`src/rtl/sobel_scan_ctrl.sv`:
```
// Raster-scan controller for a 4-phase Sobel stage: drives pixel addresses, captures
// edge magnitudes and writes them (border-zeroed, optionally binarized) one column behind.
module sobel_scan_ctrl #(
    parameter int unsigned IMG_W   = 224,
    parameter int unsigned IMG_H   = 224,
    parameter int unsigned PIX_CYC = 4,
    parameter int unsigned THRESH  = 0
) (
    input  logic        fclk,
    input  logic        reset,
    input  logic        start,
    output logic [15:0] saddr,
    input  logic [7:0]  sdata,
    output logic [15:0] waddr,
    output logic [7:0]  wdata,
    output logic        we,
    output logic        busy,
    output logic        done
);

    localparam int unsigned PhW = (PIX_CYC > 1) ? $clog2(PIX_CYC) : 1;
    localparam int unsigned XW  = (IMG_W > 1) ? $clog2(IMG_W) : 1;
    localparam int unsigned YW  = (IMG_H > 1) ? $clog2(IMG_H) : 1;

    localparam logic [PhW-1:0] PhLast = PhW'(PIX_CYC - 1);
    localparam logic [XW-1:0]  XLast  = XW'(IMG_W - 1);
    localparam logic [YW-1:0]  YLast  = YW'(IMG_H - 1);
    localparam logic [8:0]     Thr    = (THRESH > 255) ? 9'd256 : 9'(THRESH);

    typedef enum logic [2:0] {
        StIdle,
        StScan,
        StFlush0,
        StFlush1,
        StFin
    } state_e;

    state_e         state_q, state_d;
    logic [15:0]    p_q, p_d;
    logic [PhW-1:0] phase_q, phase_d;
    logic [XW-1:0]  x_q, x_d;
    logic [YW-1:0]  y_q, y_d;
    logic           we_q, we_d;
    logic [15:0]    waddr_q, waddr_d;
    logic [7:0]     wdata_q, wdata_d;

    logic           prev_border;
    logic           last_pix;
    logic [7:0]     pix_val;

    always_ff @(posedge fclk) begin
        if (reset) begin
            state_q <= StIdle;
            p_q     <= '0;
            phase_q <= '0;
            x_q     <= '0;
            y_q     <= '0;
            we_q    <= 1'b0;
            waddr_q <= '0;
            wdata_q <= '0;
        end else begin
            state_q <= state_d;
            p_q     <= p_d;
            phase_q <= phase_d;
            x_q     <= x_d;
            y_q     <= y_d;
            we_q    <= we_d;
            waddr_q <= waddr_d;
            wdata_q <= wdata_d;
        end
    end

    // The write target is pixel p-1: at x=0 it is the previous row's last column,
    // at x=1 it is column 0, otherwise it shares row y with p.
    always_comb begin
        prev_border = (x_q <= XW'(1)) || (y_q == '0) || (y_q == YLast);
        last_pix    = (x_q == XLast) && (y_q == YLast);
        if (prev_border) begin
            pix_val = 8'h00;
        end else if (THRESH == 0) begin
            pix_val = sdata;
        end else begin
            pix_val = ({1'b0, sdata} >= Thr) ? 8'hFF : 8'h00;
        end
    end

    always_comb begin
        state_d = state_q;
        p_d     = p_q;
        phase_d = phase_q;
        x_d     = x_q;
        y_d     = y_q;
        we_d    = 1'b0;
        waddr_d = waddr_q;
        wdata_d = wdata_q;

        case (state_q)
            StIdle: begin
                if (start) begin
                    state_d = StScan;
                    p_d     = '0;
                    phase_d = '0;
                    x_d     = '0;
                    y_d     = '0;
                end
            end
            StScan: begin
                if (phase_q == PhLast) begin
                    phase_d = '0;
                    p_d     = p_q + 16'd1;
                    if (x_q == XLast) begin
                        x_d = '0;
                        y_d = y_q + YW'(1);
                    end else begin
                        x_d = x_q + XW'(1);
                    end
                    // Pixel 0's capture has no left neighbour to write back.
                    if (p_q != 16'd0) begin
                        we_d    = 1'b1;
                        waddr_d = p_q - 16'd1;
                        wdata_d = pix_val;
                    end
                    if (last_pix) begin
                        state_d = StFlush0;
                        x_d     = '0;
                        y_d     = '0;
                    end
                end else begin
                    phase_d = phase_q + PhW'(1);
                end
            end
            StFlush0: begin
                // p_q now equals N, so this targets the final (border) pixel.
                state_d = StFlush1;
                we_d    = 1'b1;
                waddr_d = p_q - 16'd1;
                wdata_d = 8'h00;
            end
            StFlush1: begin
                state_d = StFin;
            end
            StFin: begin
                state_d = StIdle;
            end
            default: begin
                state_d = StIdle;
            end
        endcase
    end

    always_comb begin
        saddr = (state_q == StScan) ? p_q : 16'd0;
        busy  = (state_q == StScan) || (state_q == StFlush0) || (state_q == StFlush1);
        done  = (state_q == StFin);
        we    = we_q;
        waddr = waddr_q;
        wdata = wdata_q;
    end

endmodule
```
`config.mk`:
```
export PLATFORM = sky130hd
export DESIGN_NAME = sobel_scan_ctrl
export DESIGN_NICKNAME = d
export VERILOG_FILES = /design/src/rtl/sobel_scan_ctrl.sv
export SDC_FILE = /design/constraint.sdc
export NUM_CORES = 1
export LEC_CHECK = 0
export CORE_AREA = 3 3 93 95
export CTS_BUF_LIST = sky130_fd_sc_hd__clkbuf_16
export DETAILED_ROUTE_END_ITERATION = 10
export DIE_AREA = 0 0 96 98
export REMOVE_ABC_BUFFERS = 1
export SETUP_SLACK_MARGIN = 0.02
export SLEW_MARGIN = 20
export SYNTH_ARGS = -nofsm -noshare
export SYNTH_HDL_FRONTEND = slang
export SYNTH_SLANG_ARGS = --single-unit
```
`constraint.sdc`:
```
create_clock -name fclk -period 3.2 [get_ports fclk]
set_clock_uncertainty 0.15 [all_clocks]
set_input_delay 0.48 -clock fclk [delete_from_list [all_inputs] [get_ports fclk]]
set_output_delay 0.48 -clock fclk [all_outputs]
set_load 0.02 [all_outputs]
```
Word level (Yosys, flattened, before mapping):

Cells that the tools add are included.

* output and inout port bits: 43
* input bits: 11
* flip-flop bits (word level): 62

* reduce and logical (&&, ||, !) cells: 15
* $lt $le $gt $ge: 1
* equality and inequality tests: 12
* mux-type cells: 30
* add/sub/neg operators: 5

Operators by type and width (number)
* 16-bit 2-to-1 mux: 5
* 8-bit 2-to-1 mux: 10
* 16-bit one-hot mux with 2 select lines: 2
* 8-bit one-hot mux with 2 select lines: 3
* 16-bit by 1-bit adder with 16-bit output, second input constant: 1
* 8-bit by 1-bit adder with 8-bit output, second input constant: 2
* 8-bit equality test, second input constant: 2
* 16-bit nonzero test: 1
* 16-bit by 1-bit subtractor with 16-bit output, second input constant: 1
* 3-bit one-hot mux with 4 select lines: 1
* 3-bit 2-to-1 mux: 3
* 3-bit AND reduction: 3
* 8-bit by 1-bit less-or-equal comparator with 1-bit output, second input constant: 1
* 8-bit logical NOT: 1
* 2-bit != test, second input constant: 4
* 3-bit by 2-bit equality test with 1-bit output, second input constant: 2
* 1-bit logical OR: 4
* 2-bit 2-to-1 mux: 2
* 2-bit one-hot mux with 2 select lines: 1
* 4-bit AND reduction: 1
* 2-bit nonzero test: 2
* 3-bit by 1-bit equality test with 1-bit output, second input constant: 1
* 3-bit equality test, second input constant: 1
* 3-bit logical NOT: 1
* other kinds (7): 8

Depth between registers and ports, before layout:

Gate-level depths: netlist of run 1.

* depth after elaboration: 7
* depth in mapped cells: 9

Worst setup path after synthesis of run 1:

No wires, ideal clock.

* path type: reg-to-reg
* start: register p_q[0]
* end: register wdata_q[3], in the netlist wdata[3]
* path slack: 1.242 ns
* data arrival time: 1.676 ns
* buffers on the path: 2
* period minus slack after synthesis: 1.958 ns
* data required time: 2.918 ns
* stages on the path, launching flop included: 10
* path through: dfxtp_1 -> inv_1 -> ha_1 -> nor3b_2 -> nand4_2 -> o21a_1 -> buf_6 -> buf_6 -> nand4_1 -> a21oi_1

* longest elaborated chain between the ends: 3

Ends and longest elaborated chain
* start: declaration: RTL line 39 `logic [15:0] p_q, p_d;`
* start signal: assignment: RTL line 63 `p_q <= p_d;`
* 16-bit nonzero test: RTL line 118 `if (p_q != 16'd0) begin`
* 2-bit != test (no source line)
* 3-bit AND reduction (no source line)
* end signal: assignment: RTL line 69 `wdata_q <= wdata_d;`
* end: declaration: RTL line 45 `logic [7:0] wdata_q, wdata_d;`

No other way between the ends.
A chain may end at the register's enable or synchronous reset.

Final worst setup path of run 1:

* start: register state_q[0]
* end: output port saddr[12]

* longest elaborated chain between the ends: 2

Ends and longest elaborated chain
* start: declaration: RTL line 38 `state_e state_q, state_d;`
* start signal: assignment: RTL line 53 `state_q <= StIdle;`
* start signal: assignment: RTL line 62 `state_q <= state_d;`
* 3-bit by 1-bit equality test with 1-bit output: RTL line 152 `saddr = (state_q == StScan) ? p_q : 16'd0;`
* 16-bit 2-to-1 mux: RTL line 152
* end: declaration: RTL line 12 `output logic [15:0] saddr,`

No other way between the ends.

==> impl_metrics.env, run 1 <==
export IMPL_rsz0062_at_grt="no"
export IMPL_fin_nets=440
export IMPL_utilization=0.519
export IMPL_tns_ns=0
export IMPL_io_buffers=53
export IMPL_cts_path_max_buffers=2
export IMPL_via_per_inst=5.12
export IMPL_post_route_min_period_ns=2.71
export IMPL_grt_ovfl_total=0
export IMPL_ctsHtreeMaxLevel=3
export IMPL_netlist_area_um2=3220
export IMPL_crit_chain="nor3b_2 -> buf_4 -> and2_1 -> clkdlybuf4s50_1"
export IMPL_worstMarginPinSlew_ns=0.623
export IMPL_ctsResizeCount=0
export IMPL_path_max_fanout=19
export IMPL_layout_drive_gt1_share=0.0986
export IMPL_yosys_warnings=0
export IMPL_hpwl_um=5230
export IMPL_antenna_cells=0
export IMPL_path_clk_slew_ns=0.05
export IMPL_synth_cells=379
export IMPL_die_area_um2=9410
export IMPL_finalWirelength_um=7240
export IMPL_crit_type="flop to primary output"
export IMPL_drv_slew=0
export IMPL_root_buffer="clkbuf_16"
export IMPL_die_x_um=96
export IMPL_row_count=32
export IMPL_drc=0
export IMPL_gp_congestion=0.798
export IMPL_worst_ep_required_time_ns=2.57
export IMPL_hp_start="wdata[5]"
export IMPL_die_h_um=98
export IMPL_cts_hold_buffers_added=0
export IMPL_final_common_cell="dfxtp_1"
export IMPL_grt_pass1_vias=2621
export IMPL_io_pins=54
export IMPL_timing_rr_start="p_q[0]"
export IMPL_syn_avg_cell_area_um2=8.51
export IMPL_cpMaxStageDelayCell="clkdlybuf4s50_1"
export IMPL_synth_seq_area_share=0.385
export IMPL_post_cts_buffers=0
export IMPL_wl_per_cell_um=13.7
export IMPL_grt_pass1_wl_um=12600
export IMPL_clkSinkCount=62
export IMPL_cp_arrival_ns=2.08
export IMPL_fill_cells=771
export IMPL_crit_start="state_q[0]"
export IMPL_relSlewSlack=0.582
export IMPL_ys_types=45
export IMPL_maxCapViolCount=0
export IMPL_area_growth_pct=25.6
export IMPL_grt_antenna_before_repair=0
export IMPL_status="complete, no violations"
export IMPL_antenna_left=0
export IMPL_grt_max_degree=39
export IMPL_ir_worst_vdd_v=0.000276
export IMPL_drt_initial_drc_count=115
export IMPL_worstSetupEndpointType="primary output"
export IMPL_track_usage=0.169
export IMPL_setup_violations=0
export IMPL_first_pass_iters=4
export IMPL_leakagePower_uw=0.00143
export IMPL_cts_buffers=9
export IMPL_max_freq_mhz=369
export IMPL_clk_latency_ns=0.32
export IMPL_slowest_delay_ns=0.60
export IMPL_vias=2704
export IMPL_layout_common_cells="dfxtp_1, nor2_1, clkdlybuf4s50_1"
export IMPL_path_buf_inv=2
export IMPL_synth_seq_cells=62
export IMPL_hp_class="flop to flop"
export IMPL_start_util=0.413
export IMPL_cts_tree="yes"
export IMPL_start_kind="flop"
export IMPL_core_area_um2=7810
export IMPL_p_per_area_nw_per_um2=451
export IMPL_period_share=0.847
export IMPL_cp_top_family="buffers and inverters"
export IMPL_hold_viol_final=0
synth_stat cells (all sizes together):
cell type | number | area share
a211oi | 14 | 0.054
a21oi | 20 | 0.031
a311oi | 1 | 0.0047
a31oi | 1 | 0.0019
and2 | 14 | 0.027
and3 | 6 | 0.012
and4 | 2 | 0.0054
buf | 8 | 0.021
clkbuf | 17 | 0.020
dfxtp | 62 | 0.38
ha | 8 | 0.031
inv | 10 | 0.012
mux2 | 1 | 0.0035
mux2i | 3 | 0.0093
nand2 | 27 | 0.031
nand2b | 2 | 0.0039
nand3 | 17 | 0.026
nand3b | 3 | 0.0070
nand4 | 20 | 0.041
nor2 | 56 | 0.067
nor2b | 1 | 0.0019
nor3 | 23 | 0.037
nor3b | 4 | 0.012
nor4 | 7 | 0.020
nor4b | 1 | 0.0027
o21a | 2 | 0.0047
o21ai | 4 | 0.0074
o21bai | 1 | 0.0023
o31a | 1 | 0.0027
o31ai | 1 | 0.0023
or2 | 1 | 0.0019
or3 | 1 | 0.0019
or4 | 1 | 0.0023
xnor2 | 20 | 0.054
xor2 | 19 | 0.052
path summary, 6_finish.rpt:
check        cells past startpoint  slack [ns]   endpoint
max                              4        0.49  saddr[12]
min                              2        0.30   wdata[5]
min reg2reg                      2        0.30   wdata[5]
max reg2reg                      8        0.89   waddr[4]
area by class of cell:
type / count / area [um^2] / share of cell area
Inverter: 10 / 37.5 / 0.00927
Clock buffer: 9 / 225 / 0.0556
Multi-Input combinational cell: 282 / 1810 / 0.448
Sequential cell: 62 / 1240 / 0.306
Clock inverter: 7 / 57.6 / 0.0142
Tap cell: 102 / 128 / 0.0315
Timing Repair Buffer: 56 / 548 / 0.135
registers in the layout, summed over array words and instances (netlist names):
name	count
x_q	8
state_q	3
phase_q	2
p_q	16
waddr	16
wdata	8
we	1
y_q	8
cell families (layout without fill, tap and decap cells):
| family | count (synthesis) | in the layout | synth area share |
|---|---|---|---|
| AOI/OAI and AO/OA | 45 | 45 | 0.111 |
| xor gates and xnor gates | 39 | 39 | 0.106 |
| muxes | 4 | 4 | 0.0128 |
| and+or+nand+nor | 186 | 186 | 0.301 |
| DFF | 62 | 62 | 0.385 |
| buffers and inverters | 35 | 82 | 0.0528 |
| adders and majority gates | 8 | 8 | 0.0310 |
power by group:
group	switching (uW)	total [uW]	leakage (uW)	internal, uW
sequential	9.11	788	0.000500	779
clock	335	924	0.000143	589
combinational	71.9	114	0.000786	42.1
total	416	1830	0.00143	1410
through the flow:
step,setup slack (ns),instance area (um^2),power [uW],std cells,hold WS (ns)
5_1_grt,0.330,4050,1900,528,0.329
6_report,0.490,4050,1830,528,0.302
3_5_place_dp,0.716,3770,920,512,0.298
2_1_floorplan,0.696,3090,870,354,0.295
3_3_place_gp,0.762,3770,919,512,0.290
4_1_cts,0.461,4050,1850,528,0.307
layer usage:
| layer | up-vias | share of wire | global-route usage |
|---|---|---|---|
| met5 | - | 0 | 0 |
| met1 | 1258 | 0.50 | 0.231 |
| li1 | 1397 | - | - |
| met2 | 47 | 0.46 | 0.254 |
| met3 | 2 | 0.032 | 0.0508 |
| met4 | 0 | 0.0047 | 0.0492 |
worst min-delay path, delay by kind of cell, from the launching register on:
| family | cells | cell delay, ns |
|---|---|---|
| DFF | 1 | 0.30 |
| AOI/OAI and AO/OA | 1 | 0.05 |
| and+or+nand+nor | 1 | 0.05 |
No activity file was read; power rests on OpenSTA's default activity.
==> inputs of run 2 (changes only) <==
PLACE_DENSITY = 0.66   (was unset)
clock period = 2.4 ns   (was 3.2 ns; I/O delays follow)
==> run 2 against run 1 <==
Compared with the run above: routed wire length grew 0.40%; clock-buffer cell count stayed put; combinational power rose by 47%; clock power grew 47%; worst setup slack got worse by 0.37 ns; final cell count is 1.9% higher; total power rose by 41%; sequential share of layout area shrank 0.84 points; non-clock buffer count grew 10; critical path depth down 1; largest power group unchanged; highest routed layer unchanged.
==> impl_metrics.env, run 2 (synthesis results as in run 1) <==
export IMPL_path_clk_slew_ns=0.05
export IMPL_final_common_cell="dfxtp_1"
export IMPL_status="complete, no violations"
export IMPL_core_area_um2=7810
export IMPL_dp_cells=522
export IMPL_fill_cells=734
export IMPL_worstMarginPinSlew_ns=0.617
export IMPL_leakagePower_uw=0.00161
export IMPL_finalWirelength_um=7270
export IMPL_drt_initial_drc_count=100
export IMPL_grt_pass1_vias=2494
export IMPL_row_count=32
export IMPL_root_buffer="clkbuf_16"
export IMPL_drc=0
export IMPL_track_usage=0.162
export IMPL_grt_pass1_wl_um=12000
export IMPL_hp_class="input pin to flop"
export IMPL_rsz0062_at_grt="no"
export IMPL_die_h_um=98
export IMPL_hold_viol_final=0
export IMPL_ir_worst_vdd_v=0.000341
export IMPL_max_freq_mhz=440
export IMPL_grt_max_degree=39
export IMPL_period_share=0.948
export IMPL_cts_buffers=9
export IMPL_worstSetupEndpointType="primary output"
export IMPL_start_kind="flop"
export IMPL_relSlewSlack=0.589
export IMPL_fin_area_um2=4160
export IMPL_antenna_left=0
export IMPL_worst_ep_required_time_ns=1.89
export IMPL_die_x_um=96
export IMPL_register_area_um2=1240
export IMPL_maxCapViolCount=0
export IMPL_hpwl_um=5160
export IMPL_start_util=0.413
export IMPL_io_buffers=53
export IMPL_area_growth_pct=29.1
export IMPL_p_per_area_nw_per_um2=617
export IMPL_clkSinkCount=62
export IMPL_grt_antenna_before_repair=0
export IMPL_fin_nets=450
export IMPL_drv_slew=0
export IMPL_path_max_fanout=10
export IMPL_antenna_cells=0
export IMPL_clk_latency_ns=0.32
export IMPL_post_route_min_period_ns=2.28
export IMPL_vias=2741
export IMPL_finalNonFillerCells=538
export IMPL_via_per_inst=5.09
export IMPL_cp_arrival_ns=1.77
export IMPL_post_cts_buffers=0
export IMPL_multi_input_area_um2=1810
export IMPL_setup_violations=0
export IMPL_cts_path_max_buffers=2
export IMPL_grt_ovfl_total=0
export IMPL_gp_congestion=0.838
export IMPL_layout_common_cells="dfxtp_1, nor2_1, clkdlybuf4s50_1"
export IMPL_tns_ns=0
export IMPL_placement_cell_area_um2=3850
export IMPL_first_pass_iters=4
export IMPL_layout_drive_gt1_share=0.126
export IMPL_ctsHtreeMaxLevel=3
export IMPL_cts_tree="yes"
export IMPL_wl_per_cell_um=13.5
export IMPL_io_pins=54
export IMPL_die_area_um2=9410
export IMPL_crit_type="flop to primary output"
-- run 2: changes by cell type in the layout (fill, tap and decap cells not counted) --
cell / delta
dlygate4sd2_1: +13
inv_1: -2
bufinv_16: +1
clkdlybuf4s50_1: -16
clkinv_2: +1
buf_12: +1
clkinv_1: -1
buf_4: +8
buf_6: +1
dlymetal6s2s_1: +3
clkinvlp_4: +1
-- run 2: path summary, 6_finish.rpt --
path	start	endpoint	slack [ns]	depth (start not counted)
max	state_q[2]	done	0.12	3
min	reset	phase_q[0]	0.27	2
min reg2reg	wdata[1]	wdata[1]	0.30	2
max reg2reg	p_q[0]	waddr[9]	0.30	8
-- run 2: through the flow --
step | power [uW] | utilization | hold slack, ns | setup slack, ns
5_1_grt | 2660 | 0.533 | 0.303 | 0.0230
3_5_place_dp | 1240 | 0.494 | 0.302 | 0.194
4_1_cts | 2600 | 0.532 | 0.276 | 0.0546
3_3_place_gp | 1230 | 0.494 | 0.292 | 0.240
2_1_floorplan | 1160 | - | 0.275 | -0.104
6_report | 2570 | 0.533 | 0.271 | 0.125
-- run 2: metal layers --
metal,vias to the layer above,wire [um],global-route usage
met2,48,3550,0.256
met1,1277,3380,0.215
li1,1411,-,-
met5,-,0,0
met3,5,266,0.0370
met4,0,67,0.0580
-- run 2: area by class of cell --
type                    instances  share of cell area
inverters                      10             0.00901
flip-flops and latches         62               0.298
clock buffers                   9              0.0541
repair buffers                 66               0.151
clock inverters                 7              0.0213
multi-input cells             282               0.435
well taps                     102              0.0306
-- run 2: power by group --
group / switching (uW) / internal, uW / leakage, uW
sequential: 8.70 / 1040 / 0.000500
clock: 456 / 900 / 0.000149
combinational: 102 / 65.8 / 0.000958
-- run 2: critical path, stage by stage (launching register included) --
cell and delay, ns:
dfxtp_1 0.51, inv_1 0.15, nor3_1 0.15, clkdlybuf4s50_1 0.63
-- run 2: what timing repair did --
action / in CTS / in global routing
hold buffers: 0 / 0
hold endpoints to repair: 0 / 0
gates resized for setup: 14 / 3
gates cloned: 0 / 0
setup endpoints to repair: 13 / 3
